File: src/rtl/dmem_access_ctrl_if.sv
// dmem_access_ctrl_if -- bundle of signals between the data-memory access
// controller and its environment (control unit on one side, word-wide
// synchronous memory on the other).
//
// Request side : req_write, req_read, tam, lim, addr, wdata  -> controller
//                rdata, busy, done, err                      <- controller
// Memory side  : mem_en, mem_we, mem_addr, mem_wdata         <- controller
//                mem_rdata                                    -> controller
//
// Modports:
//   slave  - the controller itself
//   master - everything around it (control unit plus memory)
interface dmem_access_ctrl_if #(
  parameter int MEM_AW = 16
);
  logic              req_write;
  logic              req_read;
  logic [1:0]        tam;
  logic [1:0]        lim;
  logic [63:0]       addr;
  logic [63:0]       wdata;
  logic [63:0]       rdata;
  logic              busy;
  logic              done;
  logic              err;
  logic              mem_en;
  logic              mem_we;
  logic [MEM_AW-1:0] mem_addr;
  logic [63:0]       mem_wdata;
  logic [63:0]       mem_rdata;

  modport slave (
    input  req_write, req_read, tam, lim, addr, wdata, mem_rdata,
    output rdata, busy, done, err, mem_en, mem_we, mem_addr, mem_wdata
  );

  modport master (
    output req_write, req_read, tam, lim, addr, wdata, mem_rdata,
    input  rdata, busy, done, err, mem_en, mem_we, mem_addr, mem_wdata
  );
endinterface

File: src/rtl/dmem_access_ctrl.sv
// dmem_access_ctrl -- data-memory access controller for a 64-bit core.
// Accepts one load or store at a time, checks natural alignment, performs
// full-word stores directly and sub-word stores as read-modify-write, and
// returns loads sign/zero extended.
//
// Ports:
//   clk  - clock, rising edge
//   rst  - asynchronous active-high reset
//   bus  - dmem_access_ctrl_if.slave (request, status, memory signals)
//
// Parameter:
//   MEM_AW - memory word-address width (mem_addr = addr[MEM_AW+2:3])
module dmem_access_ctrl #(
  parameter int MEM_AW = 16
) (
  input  logic                clk,
  input  logic                rst,
  dmem_access_ctrl_if.slave   bus
);

  typedef enum logic [2:0] {
    IDLE  = 3'd0,
    READ  = 3'd1,
    WAIT  = 3'd2,
    WRITE = 3'd3,
    DONE  = 3'd4,
    ERR   = 3'd5
  } state_t;

  localparam int AW3 = MEM_AW + 3;

  state_t          state_reg, state_next;
  logic            accept;
  logic [AW3-1:0]  addr_reg;
  logic [63:0]     wdata_reg;
  logic [1:0]      tam_reg;
  logic [1:0]      lim_reg;
  logic            is_store_reg;
  logic [63:0]     merge_reg;
  logic [63:0]     rdata_reg;

  logic [2:0]      lane;
  logic [63:0]     load_shift;
  logic [63:0]     load_ext;
  logic [7:0]      store_mask;
  logic [63:0]     store_shift;
  logic [63:0]     merged;

  // Size code is shared by tam and lim: 00 = 8 bytes ... 11 = 1 byte.
  function automatic logic misaligned(input logic [1:0] size, input logic [2:0] a);
    case (size)
      2'b00:   return (a != 3'b000);
      2'b01:   return (a[1:0] != 2'b00);
      2'b10:   return a[0];
      default: return 1'b0;
    endcase
  endfunction

  // Next state; a simultaneous write and read is treated as a write.
  always_comb begin
    state_next = state_reg;
    accept     = 1'b0;
    case (state_reg)
      IDLE: begin
        if (bus.req_write) begin
          accept = 1'b1;
          if (misaligned(bus.tam, bus.addr[2:0]))
            state_next = ERR;
          else if (bus.tam == 2'b00)
            state_next = WRITE;
          else
            state_next = READ;
        end else if (bus.req_read) begin
          accept     = 1'b1;
          state_next = misaligned(bus.lim, bus.addr[2:0]) ? ERR : READ;
        end
      end
      READ:    state_next = WAIT;
      WAIT:    state_next = is_store_reg ? WRITE : DONE;
      WRITE:   state_next = DONE;
      DONE:    state_next = IDLE;
      ERR:     state_next = IDLE;
      default: state_next = IDLE;
    endcase
  end

  assign lane = addr_reg[2:0];

  // Load path: bring the addressed lane down to bit 0, then extend.
  assign load_shift = bus.mem_rdata >> {lane, 3'b000};

  always_comb begin
    load_ext = load_shift;
    case (lim_reg)
      2'b00: load_ext = load_shift;
      2'b01: load_ext = {{32{load_shift[31]}}, load_shift[31:0]};
      2'b10: load_ext = {{48{load_shift[15]}}, load_shift[15:0]};
      2'b11: load_ext = {56'd0, load_shift[7:0]};
      default: load_ext = load_shift;
    endcase
  end

  // Store path: byte-enable mask plus store data moved up to its lane.
  // A full-word store uses mask FF at lane 0, so it shares the merge mux.
  always_comb begin
    store_mask = 8'hFF;
    case (tam_reg)
      2'b00: store_mask = 8'hFF;
      2'b01: store_mask = 8'h0F << lane;
      2'b10: store_mask = 8'h03 << lane;
      2'b11: store_mask = 8'h01 << lane;
      default: store_mask = 8'hFF;
    endcase
  end

  assign store_shift = wdata_reg << {lane, 3'b000};

  generate
    for (genvar gi = 0; gi < 8; gi++) begin : g_merge
      assign merged[8*gi +: 8] = store_mask[gi] ? store_shift[8*gi +: 8]
                                                : merge_reg[8*gi +: 8];
    end
  endgenerate

  always_ff @(posedge clk or posedge rst) begin
    if (rst) begin
      state_reg    <= IDLE;
      addr_reg     <= '0;
      wdata_reg    <= '0;
      tam_reg      <= '0;
      lim_reg      <= '0;
      is_store_reg <= 1'b0;
      merge_reg    <= '0;
      rdata_reg    <= '0;
    end else begin
      state_reg <= state_next;
      if (accept) begin
        addr_reg     <= bus.addr[AW3-1:0];
        wdata_reg    <= bus.wdata;
        tam_reg      <= bus.tam;
        lim_reg      <= bus.lim;
        is_store_reg <= bus.req_write;
      end
      // Memory data is valid during WAIT (one cycle after the READ strobe).
      if (state_reg == WAIT) begin
        merge_reg <= bus.mem_rdata;
        if (!is_store_reg)
          rdata_reg <= load_ext;
      end
    end
  end

  // Moore outputs: decoded from state only, so an asynchronous reset
  // drops mem_en/mem_we at once.
  assign bus.busy      = (state_reg != IDLE);
  assign bus.done      = (state_reg == DONE);
  assign bus.err       = (state_reg == ERR);
  assign bus.mem_en    = (state_reg == READ) || (state_reg == WRITE);
  assign bus.mem_we    = (state_reg == WRITE);
  assign bus.mem_addr  = addr_reg[AW3-1:3];
  assign bus.mem_wdata = (state_reg == WRITE) ? merged : 64'd0;
  assign bus.rdata     = rdata_reg;

endmodule

File: src/flat_wrapper.sv
// flat-port wrapper written by rule: the top's interface ports become plain ports
module dmem_access_ctrl_flat 
#(
  parameter int MEM_AW = 16
)
  (clk, rst, bus_req_write, bus_req_read, bus_tam, bus_lim, bus_addr, bus_wdata, bus_mem_rdata, bus_rdata, bus_busy, bus_done, bus_err, bus_mem_en, bus_mem_we, bus_mem_addr, bus_mem_wdata);
  dmem_access_ctrl_if #(.MEM_AW(MEM_AW)) bus_i ();
  input  logic clk;
  input  logic rst;
  input wire logic [$bits(bus_i.req_write)-1:0] bus_req_write;
  input wire logic [$bits(bus_i.req_read)-1:0] bus_req_read;
  input wire logic [$bits(bus_i.tam)-1:0] bus_tam;
  input wire logic [$bits(bus_i.lim)-1:0] bus_lim;
  input wire logic [$bits(bus_i.addr)-1:0] bus_addr;
  input wire logic [$bits(bus_i.wdata)-1:0] bus_wdata;
  input wire logic [$bits(bus_i.mem_rdata)-1:0] bus_mem_rdata;
  output wire logic [$bits(bus_i.rdata)-1:0] bus_rdata;
  output wire logic [$bits(bus_i.busy)-1:0] bus_busy;
  output wire logic [$bits(bus_i.done)-1:0] bus_done;
  output wire logic [$bits(bus_i.err)-1:0] bus_err;
  output wire logic [$bits(bus_i.mem_en)-1:0] bus_mem_en;
  output wire logic [$bits(bus_i.mem_we)-1:0] bus_mem_we;
  output wire logic [$bits(bus_i.mem_addr)-1:0] bus_mem_addr;
  output wire logic [$bits(bus_i.mem_wdata)-1:0] bus_mem_wdata;
  assign bus_i.req_write = bus_req_write;
  assign bus_i.req_read = bus_req_read;
  assign bus_i.tam = bus_tam;
  assign bus_i.lim = bus_lim;
  assign bus_i.addr = bus_addr;
  assign bus_i.wdata = bus_wdata;
  assign bus_i.mem_rdata = bus_mem_rdata;
  assign bus_rdata = bus_i.rdata;
  assign bus_busy = bus_i.busy;
  assign bus_done = bus_i.done;
  assign bus_err = bus_i.err;
  assign bus_mem_en = bus_i.mem_en;
  assign bus_mem_we = bus_i.mem_we;
  assign bus_mem_addr = bus_i.mem_addr;
  assign bus_mem_wdata = bus_i.mem_wdata;
  dmem_access_ctrl #(.MEM_AW(MEM_AW)) u_core (.clk(clk), .rst(rst), .bus(bus_i));
endmodule
File: config.mk
export PLATFORM = sky130hd
export DESIGN_NAME = dmem_access_ctrl_flat
export DESIGN_NICKNAME = d
export VERILOG_FILES = /design/src/rtl/dmem_access_ctrl_if.sv /design/src/rtl/dmem_access_ctrl.sv /design/src/flat_wrapper.sv
export SDC_FILE = /design/constraint.sdc
export NUM_CORES = 1
export LEC_CHECK = 0
export CAP_MARGIN = 20
export CORE_UTILIZATION = 50
export DETAILED_ROUTE_END_ITERATION = 7
export PLACE_DENSITY_LB_ADDON = 0.05
export SLEW_MARGIN = 20
export SYNTH_ARGS = -nofsm -noshare
export SYNTH_HDL_FRONTEND = slang
export SYNTH_SLANG_ARGS = --single-unit
File: constraint.sdc
create_clock -name clk -period 8.2 [get_ports clk]
set_input_delay 0.82 -clock clk [delete_from_list [all_inputs] [get_ports clk]]
set_output_delay 0.82 -clock clk [all_outputs]
set_load 0.01 [all_outputs]
==> results.yml <==
outcome:
  status: "complete, no violations"
sta:
  holdWs_ns: 0.480
  fmax_mhz: 188
  slew_headroom_pct: 27.0
  report.final.slew_viol_count: 0
  tightest_slew_ns: 1.09
  finalWorstSetupSlack_ns: 2.88
  fin_crit_ns: 5.32
  hold_viol: 0
  rsz0062_at_grt: "no"
  setup_tns_ns: 0
  clock_skew_ns: 0.0114
  setup-violations-final: 0
  fin_crit_sh_pct: 64.8
power_and_ir_drop:
  swShare_pct: 41.4
  p_int_w: 0.00437
  pwr-share-seq_pct: 30.4
  switching_power_w: 0.00308
  p_per_area_nw_per_um2: 442
  p_comb_share_pct: 53.0
  vdd_drop_max_uv: 230
  clkPwrFrac_pct: 16.6
  p_leak_nw: 6.75
yosys:
  synth_top_cell_area_share_pct: 41.7
  synth-edff-count: 0
  seq_area_frac_synth_pct: 41.7
  synthCells: 1239
  yosysUniqueCellTypes: 58
  synthTopCellsByArea: "dfrtp_1 (42%), mux2_2 (14%), mux4_2 (6.5%)"
  yosys_warnings: 0
  netlist_area_sq_um: 13100
  ys_seq_elements: 219
  synth_nets: 1439
  syn_area_per_cell_sq_um: 10.6
  synth_area_leader_cell: "dfrtp_1"
  async_flop_share_pct: 100
  synth_ff_type: "dfrtp_1"
worst_setup_path:
  regToRegSetupSlack_ns: 4.78
  worstSetupPathType: "reg2out"
  crit_path_end_kind: "output pin"
  startpoint_type: "flip-flop"
  cp.required_ns: 7.38
  worstRegToRegCells: 6
  cp.arrival_ns: 4.50
  cp_max_fo: 88
floorplanning:
  start_util_pct: 51.6
  core_area_sq_um: 25500
  rows: 58
  fp.dieH_um: 164
  dieArea_sq_um: 26900
  ioPinCount: 349
  die_w_um: 164
global_route:
  grt_max_degree: 141
  grt_pass1_vias: 10753
  grt_pass1_wl_mm: 66.2
  grt.total_usage_pct: 33.1
  overflow: 0
  antenna_found_initial: 5
route:
  via_per_inst: 6.20
  wirelength_met1_mm: 18.4
  wl_per_cell_um: 24.5
  dr_wl_met2_mm: 19.4
  drt-pass1-iter-count: 5
  routed-wl-met3_mm: 4.55
  drt_iter0_drc: 1488
  vias: 11234
  totalWireLength_mm: 44.4
  top_layer: "met5"
  drc: 0
  final_antenna_net_count: 0
job:
  drv_cap: 0
placed_design:
  gp_congestion: 0.891
  placedCellCount: 1765
  dp_hpwl_mm: 32.0
  port_buffers: 303
  dpl_worst_slack_ns: 3.52
cts:
  h-tree-depth: 1
  cts-root-buf: "clkbuf_16"
  cts_setup_buffers: 0
  worstSkewPairLatency_ns: 0.53
  cts_tree: "yes"
  ctsResizeCount: 0
  cts.clk_slew.worst_paths_ns: 0.06
  cts_hold_buf: 0
  cts_buffer_depth: 3
  cts_sinks: 219
  cts_buffers: 25
layout:
  final_layout_size_suffix_gt1_share_pct: 19.2
  final_common_cell: "clkdlybuf4s50_1"
  final_cell_mix: "clkdlybuf4s50_1 (303), dfrtp_1 (216), mux2_2 (162), a21oi_1 (128), nor2_1 (120)"
  instances_no_fill: 1812
  syn2layout_area_growth_pct: 28.4
  fin_nets: 1663
worst_hold_path:
  whs_path_depth: 2
  hold_class: "reg2reg"
==> path summary, 6_finish.rpt <==
check | startpoint | endpoint
max in group asynchronous | rst | u_core.wdata_reg[50]
worst max register to register | u_core.addr_reg[0] | u_core.bus.rdata[46]
worst min-delay path | u_core.bus.rdata[31] | u_core.bus.rdata[31]
worst max-delay path | u_core.addr_reg[0] | bus_mem_wdata[23]
worst min register to register | u_core.bus.rdata[31] | u_core.bus.rdata[31]
min in group asynchronous | rst | u_core.addr_reg[17]
==> worst max-delay path, cell delays in order (launching register included) <==
cell and delay [ns]:
dfrtp_4 1.00, buf_4 0.93, nand2b_1 0.13, a21oi_1 0.22, o21ai_1 0.35, a211o_1 0.42, a21oi_1 0.26, clkdlybuf4s50_1 0.60
==> per-stage QoR <==
stage | cell area (sq um) | util (%) | power [W]
2_1_floorplan | 13100 | - | 0.00492
5_1_grt | 16900 | 66.2 | 0.00786
3_3_place_gp | 15900 | 62.4 | 0.00607
6_report | 16900 | 66.2 | 0.00745
4_1_cts | 16800 | 66.1 | 0.00740
3_5_place_dp | 15900 | 62.4 | 0.00614
==> power by group through the flow <==
stage	Sequential (W)	Combinational [W]	Clock, W
detailed placement	0.00226	0.00388	0
floorplan	0.00201	0.00290	0
finish	0.00227	0.00395	0.00124
global route	0.00234	0.00423	0.00129
CTS	0.00224	0.00390	0.00125
global placement	0.00223	0.00384	0
==> Yosys cell counts, drive strengths merged, types with 5 or more instances <==
cell type,number
and2,6
nor3b,7
nand3,22
a22oi,12
o22ai,6
o21ai,34
nand2b,5
a311oi,6
dfrtp,219
o22a,23
nor2,120
mux2,168
nand2,100
mux4,38
a211oi,23
or3,6
a21oi,138
buf,84
inv,12
nor2b,16
clkbuf,36
a21o,5
a31oi,14
a2bb2oi,7
a211o,7
mux2i,85
nor3,17
==> final cells by class <==
cell class	instances	area (sq um)
Clock buffer	38	785
Fill cell	2071	8610
Multi-Input combinational cell	887	6810
Tap cell	330	413
Antenna cell	1	2.50
Clock inverter	7	144
Inverter	13	56.3
Sequential cell	219	5490
Timing Repair Buffer	317	3160
==> layer usage <==
| layer | up-vias | GRT usage (%) |
|---|---|---|
| li1 | 4950 | - |
| met1 | 5548 | 47.0 |
| met2 | 614 | 48.6 |
| met3 | 118 | 7.27 |
| met4 | 4 | 14.2 |
| met5 | - | 0 |
==> cells by family after synthesis <==
family	Yosys count	synth area share, %
and+or+nand+nor	307	10.5
muxes	291	27.4
AOI/OAI and AO/OA	289	14.0
DFF	219	41.7
buffers and inverters	133	6.45
Power figures use the tool's default switching activity.
